`src/rtl/citometer_pkg.sv`:
```
// rtl/citometer_pkg.sv - shared types and widths for the pulse event detector
package citometer_pkg;

    localparam int DATA_W     = 14;
    localparam int BASE_FRAC  = 10;
    localparam int PEAK_W     = 15;
    localparam int WIDTH_W    = 16;
    localparam int AREA_W     = 32;
    localparam int TIME_W     = 32;
    localparam int FLAG_W     = 2;
    localparam int DROP_W     = 16;
    localparam int FLAG_TRUNC = 0;
    localparam int FLAG_DROP  = 1;

    typedef enum logic [1:0] {
        ST_IDLE    = 2'd0,
        ST_PULSE   = 2'd1,
        ST_HOLDOFF = 2'd2
    } state_t;

    typedef struct packed {
        logic [PEAK_W-1:0]  peak;
        logic [WIDTH_W-1:0] width;
        logic [AREA_W-1:0]  area;
        logic [TIME_W-1:0]  tstamp;
        logic [FLAG_W-1:0]  flags;
    } event_t;

endpackage

```
`src/rtl/baseline_tracker.sv`:
```
// rtl/baseline_tracker.sv - first-sample load plus shift IIR baseline with freeze
module baseline_tracker
    import citometer_pkg::*;
#(
    parameter int SHIFT = 8
) (
    input  logic              clk,
    input  logic              rst,
    input  logic              sample_valid,
    input  logic              freeze,
    input  logic [DATA_W-1:0] sample,
    output logic [DATA_W-1:0] base_int
);

    localparam int BW = DATA_W + BASE_FRAC;

    logic [BW-1:0]      base;
    logic               loaded;
    logic signed [BW:0] diff;
    logic [BW-1:0]      step;

    assign diff = $signed({1'b0, sample, {BASE_FRAC{1'b0}}}) - $signed({1'b0, base});
    assign step = BW'(diff >>> SHIFT);

    always_ff @(posedge clk) begin
        if (rst) begin
            base   <= '0;
            loaded <= 1'b0;
        end else if (sample_valid) begin
            if (!loaded) begin
                base   <= {sample, {BASE_FRAC{1'b0}}};
                loaded <= 1'b1;
            end else if (!freeze) begin
                base <= base + step;
            end
        end
    end

    // Until the first load the sample itself is the baseline, so d = 0 and nothing triggers.
    assign base_int = loaded ? base[BW-1:BASE_FRAC] : sample;

endmodule

```
`src/rtl/pulse_event_detector.sv`:
```
// rtl/pulse_event_detector.sv - baseline-subtracted hysteresis pulse detector with event record output
module pulse_event_detector
    import citometer_pkg::*;
#(
    parameter int BASE_SHIFT = 8,
    parameter int HOLDOFF    = 16,
    parameter int MAX_WIDTH  = 4096
) (
    input  logic               CLOCK_IN,
    input  logic               RESET,
    input  logic               ENABLE,
    input  logic [DATA_W-1:0]  SAMPLE_IN,
    input  logic               SAMPLE_VALID,
    input  logic [DATA_W-1:0]  THRESH_HI,
    input  logic [DATA_W-1:0]  THRESH_LO,
    output logic               EVENT_VALID,
    input  logic               EVENT_READY,
    output logic [PEAK_W-1:0]  EVENT_PEAK,
    output logic [WIDTH_W-1:0] EVENT_WIDTH,
    output logic [AREA_W-1:0]  EVENT_AREA,
    output logic [TIME_W-1:0]  EVENT_TIME,
    output logic [FLAG_W-1:0]  EVENT_FLAGS,
    output logic [DROP_W-1:0]  DROP_COUNT
);

    state_t              state, state_n;
    logic [PEAK_W-1:0]   peak, peak_n;
    logic [WIDTH_W-1:0]  width, width_n;
    logic [AREA_W-1:0]   area, area_n;
    logic [TIME_W-1:0]   tstamp, tstamp_n;
    logic [15:0]         hold_cnt, hold_n;
    logic [TIME_W-1:0]   sample_cnt;
    logic                emit, trunc, start;
    logic [DATA_W-1:0]   base_int;
    logic signed [DATA_W:0] d;
    logic [DATA_W-1:0]   dpos;
    logic                above_hi, below_lo;
    event_t              ev, new_ev;
    logic                ev_valid, drop_pend;
    logic [DROP_W-1:0]   drop_cnt;

    baseline_tracker #(.SHIFT(BASE_SHIFT)) u_base (
        .clk          (CLOCK_IN),
        .rst          (RESET),
        .sample_valid (SAMPLE_VALID),
        .freeze       ((state != ST_IDLE) || start),
        .sample       (SAMPLE_IN),
        .base_int     (base_int)
    );

    assign d        = $signed({1'b0, SAMPLE_IN}) - $signed({1'b0, base_int});
    assign dpos     = d[DATA_W] ? '0 : d[DATA_W-1:0];
    assign above_hi = d >= $signed({1'b0, THRESH_HI});
    assign below_lo = d <  $signed({1'b0, THRESH_LO});

    always_comb begin
        state_n  = state;
        peak_n   = peak;
        width_n  = width;
        area_n   = area;
        tstamp_n = tstamp;
        hold_n   = hold_cnt;
        emit     = 1'b0;
        trunc    = 1'b0;
        start    = 1'b0;
        if (SAMPLE_VALID) begin
            if (!ENABLE) begin
                state_n = ST_IDLE;
            end else begin
                case (state)
                    ST_IDLE: begin
                        if (above_hi) begin
                            start    = 1'b1;
                            state_n  = ST_PULSE;
                            peak_n   = {1'b0, dpos};
                            width_n  = 16'd1;
                            area_n   = AREA_W'(dpos);
                            tstamp_n = sample_cnt;
                        end
                    end
                    ST_PULSE: begin
                        if (below_lo) begin
                            emit    = 1'b1;
                            state_n = ST_HOLDOFF;
                            hold_n  = '0;
                        end else begin
                            width_n = width + 16'd1;
                            area_n  = area + AREA_W'(dpos);
                            if ({1'b0, dpos} > peak)
                                peak_n = {1'b0, dpos};
                            if (width_n == WIDTH_W'(MAX_WIDTH)) begin
                                emit    = 1'b1;
                                trunc   = 1'b1;
                                state_n = ST_HOLDOFF;
                                hold_n  = '0;
                            end
                        end
                    end
                    ST_HOLDOFF: begin
                        if (hold_cnt == 16'(HOLDOFF - 1))
                            state_n = ST_IDLE;
                        else
                            hold_n = hold_cnt + 16'd1;
                    end
                    default: state_n = ST_IDLE;
                endcase
            end
        end
    end

    always_ff @(posedge CLOCK_IN) begin
        if (RESET) begin
            state      <= ST_IDLE;
            peak       <= '0;
            width      <= '0;
            area       <= '0;
            tstamp     <= '0;
            hold_cnt   <= '0;
            sample_cnt <= '0;
        end else begin
            state    <= state_n;
            peak     <= peak_n;
            width    <= width_n;
            area     <= area_n;
            tstamp   <= tstamp_n;
            hold_cnt <= hold_n;
            if (SAMPLE_VALID)
                sample_cnt <= sample_cnt + 32'd1;
        end
    end

    always_comb begin
        new_ev                   = '0;
        new_ev.peak              = peak_n;
        new_ev.width             = width_n;
        new_ev.area              = area_n;
        new_ev.tstamp            = tstamp_n;
        new_ev.flags[FLAG_TRUNC] = trunc;
        new_ev.flags[FLAG_DROP]  = drop_pend;
    end

    // A new event replaces the record only if the slot is empty or being accepted this cycle.
    always_ff @(posedge CLOCK_IN) begin
        if (RESET) begin
            ev        <= '0;
            ev_valid  <= 1'b0;
            drop_cnt  <= '0;
            drop_pend <= 1'b0;
        end else if (emit) begin
            if (!ev_valid || EVENT_READY) begin
                ev        <= new_ev;
                ev_valid  <= 1'b1;
                drop_pend <= 1'b0;
            end else begin
                drop_pend <= 1'b1;
                if (drop_cnt != 16'hFFFF)
                    drop_cnt <= drop_cnt + 16'd1;
            end
        end else if (ev_valid && EVENT_READY) begin
            ev_valid <= 1'b0;
        end
    end

    assign EVENT_VALID = ev_valid;
    assign EVENT_PEAK  = ev.peak;
    assign EVENT_WIDTH = ev.width;
    assign EVENT_AREA  = ev.area;
    assign EVENT_TIME  = ev.tstamp;
    assign EVENT_FLAGS = ev.flags;
    assign DROP_COUNT  = drop_cnt;

endmodule
```
`config.mk`:
```
export PLATFORM = sky130hd
export DESIGN_NAME = pulse_event_detector
export DESIGN_NICKNAME = d
export VERILOG_FILES = /design/src/rtl/citometer_pkg.sv /design/src/rtl/baseline_tracker.sv /design/src/rtl/pulse_event_detector.sv
export SDC_FILE = /design/constraint.sdc
export NUM_CORES = 1
export LEC_CHECK = 0
export CAP_MARGIN = 5
export CORE_ASPECT_RATIO = 0.5
export CORE_MARGIN = 1
export CORE_UTILIZATION = 41
export DETAILED_ROUTE_END_ITERATION = 12
export PLACE_DENSITY = 0.66
export SLEW_MARGIN = 40
export SYNTH_ARGS = -nofsm -noshare
export SYNTH_HDL_FRONTEND = slang
export SYNTH_SLANG_ARGS = --single-unit
```
`constraint.sdc`:
```
create_clock -name CLOCK_IN -period 6.97 [get_ports CLOCK_IN]
set_input_delay 2.091 -clock CLOCK_IN [delete_from_list [all_inputs] [get_ports CLOCK_IN]]
set_output_delay 2.091 -clock CLOCK_IN [all_outputs]
set_load 0.005 [all_outputs]
```
==> results_dict.tcl <==
set metrics [dict create \
    fin_tns_setup_ns 0 \
    clockBufferDepth 3 \
    fin_nets 2566 \
    cp.arrival_ns 7.16 \
    power_leakage_nw 8.32 \
    num_vias 16900 \
    setup.worst_path.end_class "flop" \
    layout_common_cells "dfxtp_1 (284), nor2_1 (235), nand2_1 (207), buf_4 (203), a21oi_1 (178)" \
    synth_adder_area_share_pct 7.12 \
    core_um2 40500 \
    max_slew.worst_pin.slew_ns 0.785 \
    syn_inst 2138 \
    multiInputGateArea_um2 10500 \
    place_congestion 0.992 \
    cp_data_required_time_ns 7.45 \
    first_pass_iters 6 \
    whs_ns 0.452 \
    cp_max_fo 8 \
    outcome "completed" \
    cts.sinks 285 \
    worst_clock_skew_ns 0.0175 \
    grt_pass1_wl_mm 84.5 \
    antenna_found_initial 1 \
    floorplan.rows 52 \
    via_per_inst 5.65 \
    syn_to_final_growth_pct 27.5 \
    numCtsBuffers 28 \
    grt_usage_pct 24.7 \
    worstSetupPathType "primary input to flop" \
    die_h_um 146 \
    synth_top_family_by_area "compound AO/OA/AOI/OAI gates" \
    cp-start-kind "primary input" \
    n_antenna_cell 0 \
    yosysWarnings 0 \
    cts_tree "done" \
    synth_top_area_share_pct 33.7 \
    drtAntennaViolNets 0 \
    drt-initial-drc-count 1535 \
    avgSynthCellArea_um2 7.92 \
    regArea_um2 5710 \
    synth_cell_types 106 \
    synth_compound_area_share_pct 24.3 \
    ir_drop_uv 190 \
    synthSimpleGateAreaFrac_pct 22.5 \
    p_per_area_nw_per_um2 226 \
    root_buffer "clkbuf_16" \
    synth_area_leader_cell "dfxtp_1" \
    fill_cells 3895 \
    layout-drive-gt1-share_pct 13.8 \
    grt_max_degree 75 \
    setup_viol 0 \
    yosys_register_bits 285 \
    maxSlewHeadroom_pct 47.2 \
    drc 0 \
    grt_pass1_vias 15700 \
    synthFlopType "dfxtp_1" \
    start_util_pct 41.8 \
    mostFrequentLayoutCell "dfxtp_1" \
    ios 161 \
    hold_path.class "flop to flop" \
    clkLatencyLatePin_ns 0.57 \
    yosys-top-cells-area "dfxtp_1 (34%), ha_1 (6.6%), nor2_1 (5.3%)" \
    die-area_um2 42200 \
    fp.dieW_um 289 \
    min_period_over_period_pct 95.8 \
    synth_edf_count 0 \
    overflow 0 \
    muxShareOfSynthArea_pct 1.73 \
    clk_pin_slew_ns 0.07 \
    period_needed_ns 6.67 \
    post_synth_xor_area_fraction_pct 5.56 \
    cap_violations 0 \
    wirelength_mm 52.8 \
    synth-seq-area-share_pct 33.7 \
    syn-cell-area_um2 16900 \
    dpl.hpwl_mm 39.2 \
    hold_viol_final 0 \
    synthArstFlopShare_pct 0 \
    maxSlewViolCount 0 \
    cts.htree.levels 1 \
    post_drt_wl_per_cell_um 17.7 \
    clock.fmax_ghz 0.150 \
    synthesis.nets 2277 \
    place.port_buffers 160 \
]
[worst max-delay path: stages]
cell	delay, ns
clkdlybuf4s50_1	0.48
inv_1	0.06
o21ai_1	0.13
ha_2	0.20
inv_1	0.05
fa_2	0.34
a211oi_2	0.30
o21ai_2	0.12
buf_4	0.17
a211oi_4	0.26
nor2_2	0.06
nand2_1	0.08
xnor2_1	0.12
ha_1	0.18
a21oi_1	0.06
nor2_1	0.13
o21a_1	0.17
maj3_1	0.19
o21ai_1	0.12
a221oi_2	0.34
nand4bb_1	0.27
a21oi_4	0.34
nor2_4	0.11
or4_4	0.53
a311oi_1	0.27
[Yosys cell counts (6+ instances only)]
cell type,number
a31oi_1,38
inv_1,93
or3_1,29
nor3_1,55
nor2_1,239
a311oi_1,19
o21ai_0,121
nor2b_1,21
clkbuf_1,76
nand3_1,68
o22ai_1,8
a211oi_1,48
mux2i_1,18
o22a_1,32
a21o_1,27
nand2_1,207
a22oi_1,15
o311ai_0,6
buf_2,19
o21ai_1,6
o31ai_1,6
buf_1,15
a41oi_1,11
o21a_1,13
or4_1,6
nor4_1,18
and2_1,9
dfxtp_1,285
o211ai_1,8
a21oi_1,178
and3_1,29
mux2_2,9
nand4_1,37
o21bai_1,7
xor2_1,48
xnor2_1,57
buf_4,6
ha_1,90
nand2b_1,11
or2_2,10
[final cells by class]
| cell class | count | share of cell area, % |
|---|---|---|
| multi-input cells | 1639 | 48.5 |
| flip-flops and latches | 285 | 26.4 |
| repair buffers | 378 | 15.9 |
| clock buffers | 37 | 3.73 |
| well taps | 540 | 3.13 |
| inverters | 95 | 1.65 |
| clock inverters | 13 | 0.690 |
[through the flow]
stage               worst slack, ns  instance area (um^2)  util (%)  std cells  total power [W]
finish                        0.295                 21600      53.3       2987          0.00487
global route                -0.0193                 21600      53.3       2987          0.00513
CTS                           0.265                 21500      53.0       2984          0.00487
detailed placement           -0.319                 20500      50.7       2934          0.00328
global placement             -0.237                 20500      50.7       2934          0.00326
floorplan                     0.139                 16900         -       2138          0.00270
[routing by layer]
metal | GRT usage, % | wire, um | vias up
li1 | - | - | 8349
met4 | 6.26 | 1240 | 0
met2 | 37.6 | 22700 | 518
met5 | 0 | 0 | -
met3 | 3.87 | 3620 | 89
met1 | 36.1 | 25200 | 7932
[flip-flops by register name, summed over array words and instances (netlist names), 24 cells and up]
name / count
tstamp: 32
area: 32
sample_cnt: 32
EVENT_TIME: 32
u_base.base: 24
EVENT_AREA: 32
[report_power, final]
| group | switching (W) | internal [W] |
|---|---|---|
| clock | 0.000688 | 0.000891 |
| sequential | 0.0000492 | 0.00167 |
| combinational | 0.000895 | 0.000679 |
| total | 0.00163 | 0.00324 |
[what timing repair did]
| item | 4_1_cts | 5_1_grt |
|---|---|---|
| hold buffers | 0 | 0 |
| setup endpoints to repair | 0 | 66 |
| resized for setup | 0 | 14 |
| setup buffers | 0 | 3 |
[cells by family after synthesis]
logic type      count (synthesis)
compound gates                623
xor+xnor                      106
fa+ha+maj                      96
buf+inv                       214
flops                         285
mux                            28
simple gates                  786
[worst paths after layout]
kind | start | end | slack [ns] | depth (start not counted)
max reg2reg | u_base.loaded | EVENT_AREA[30] | 1.33 | 23
max | SAMPLE_IN[0] | EVENT_AREA[26] | 0.30 | 25
min | drop_pend | EVENT_FLAGS[1] | 0.45 | 2
min reg2reg | drop_pend | EVENT_FLAGS[1] | 0.45 | 2
No activity file was read; power rests on OpenSTA's default activity.
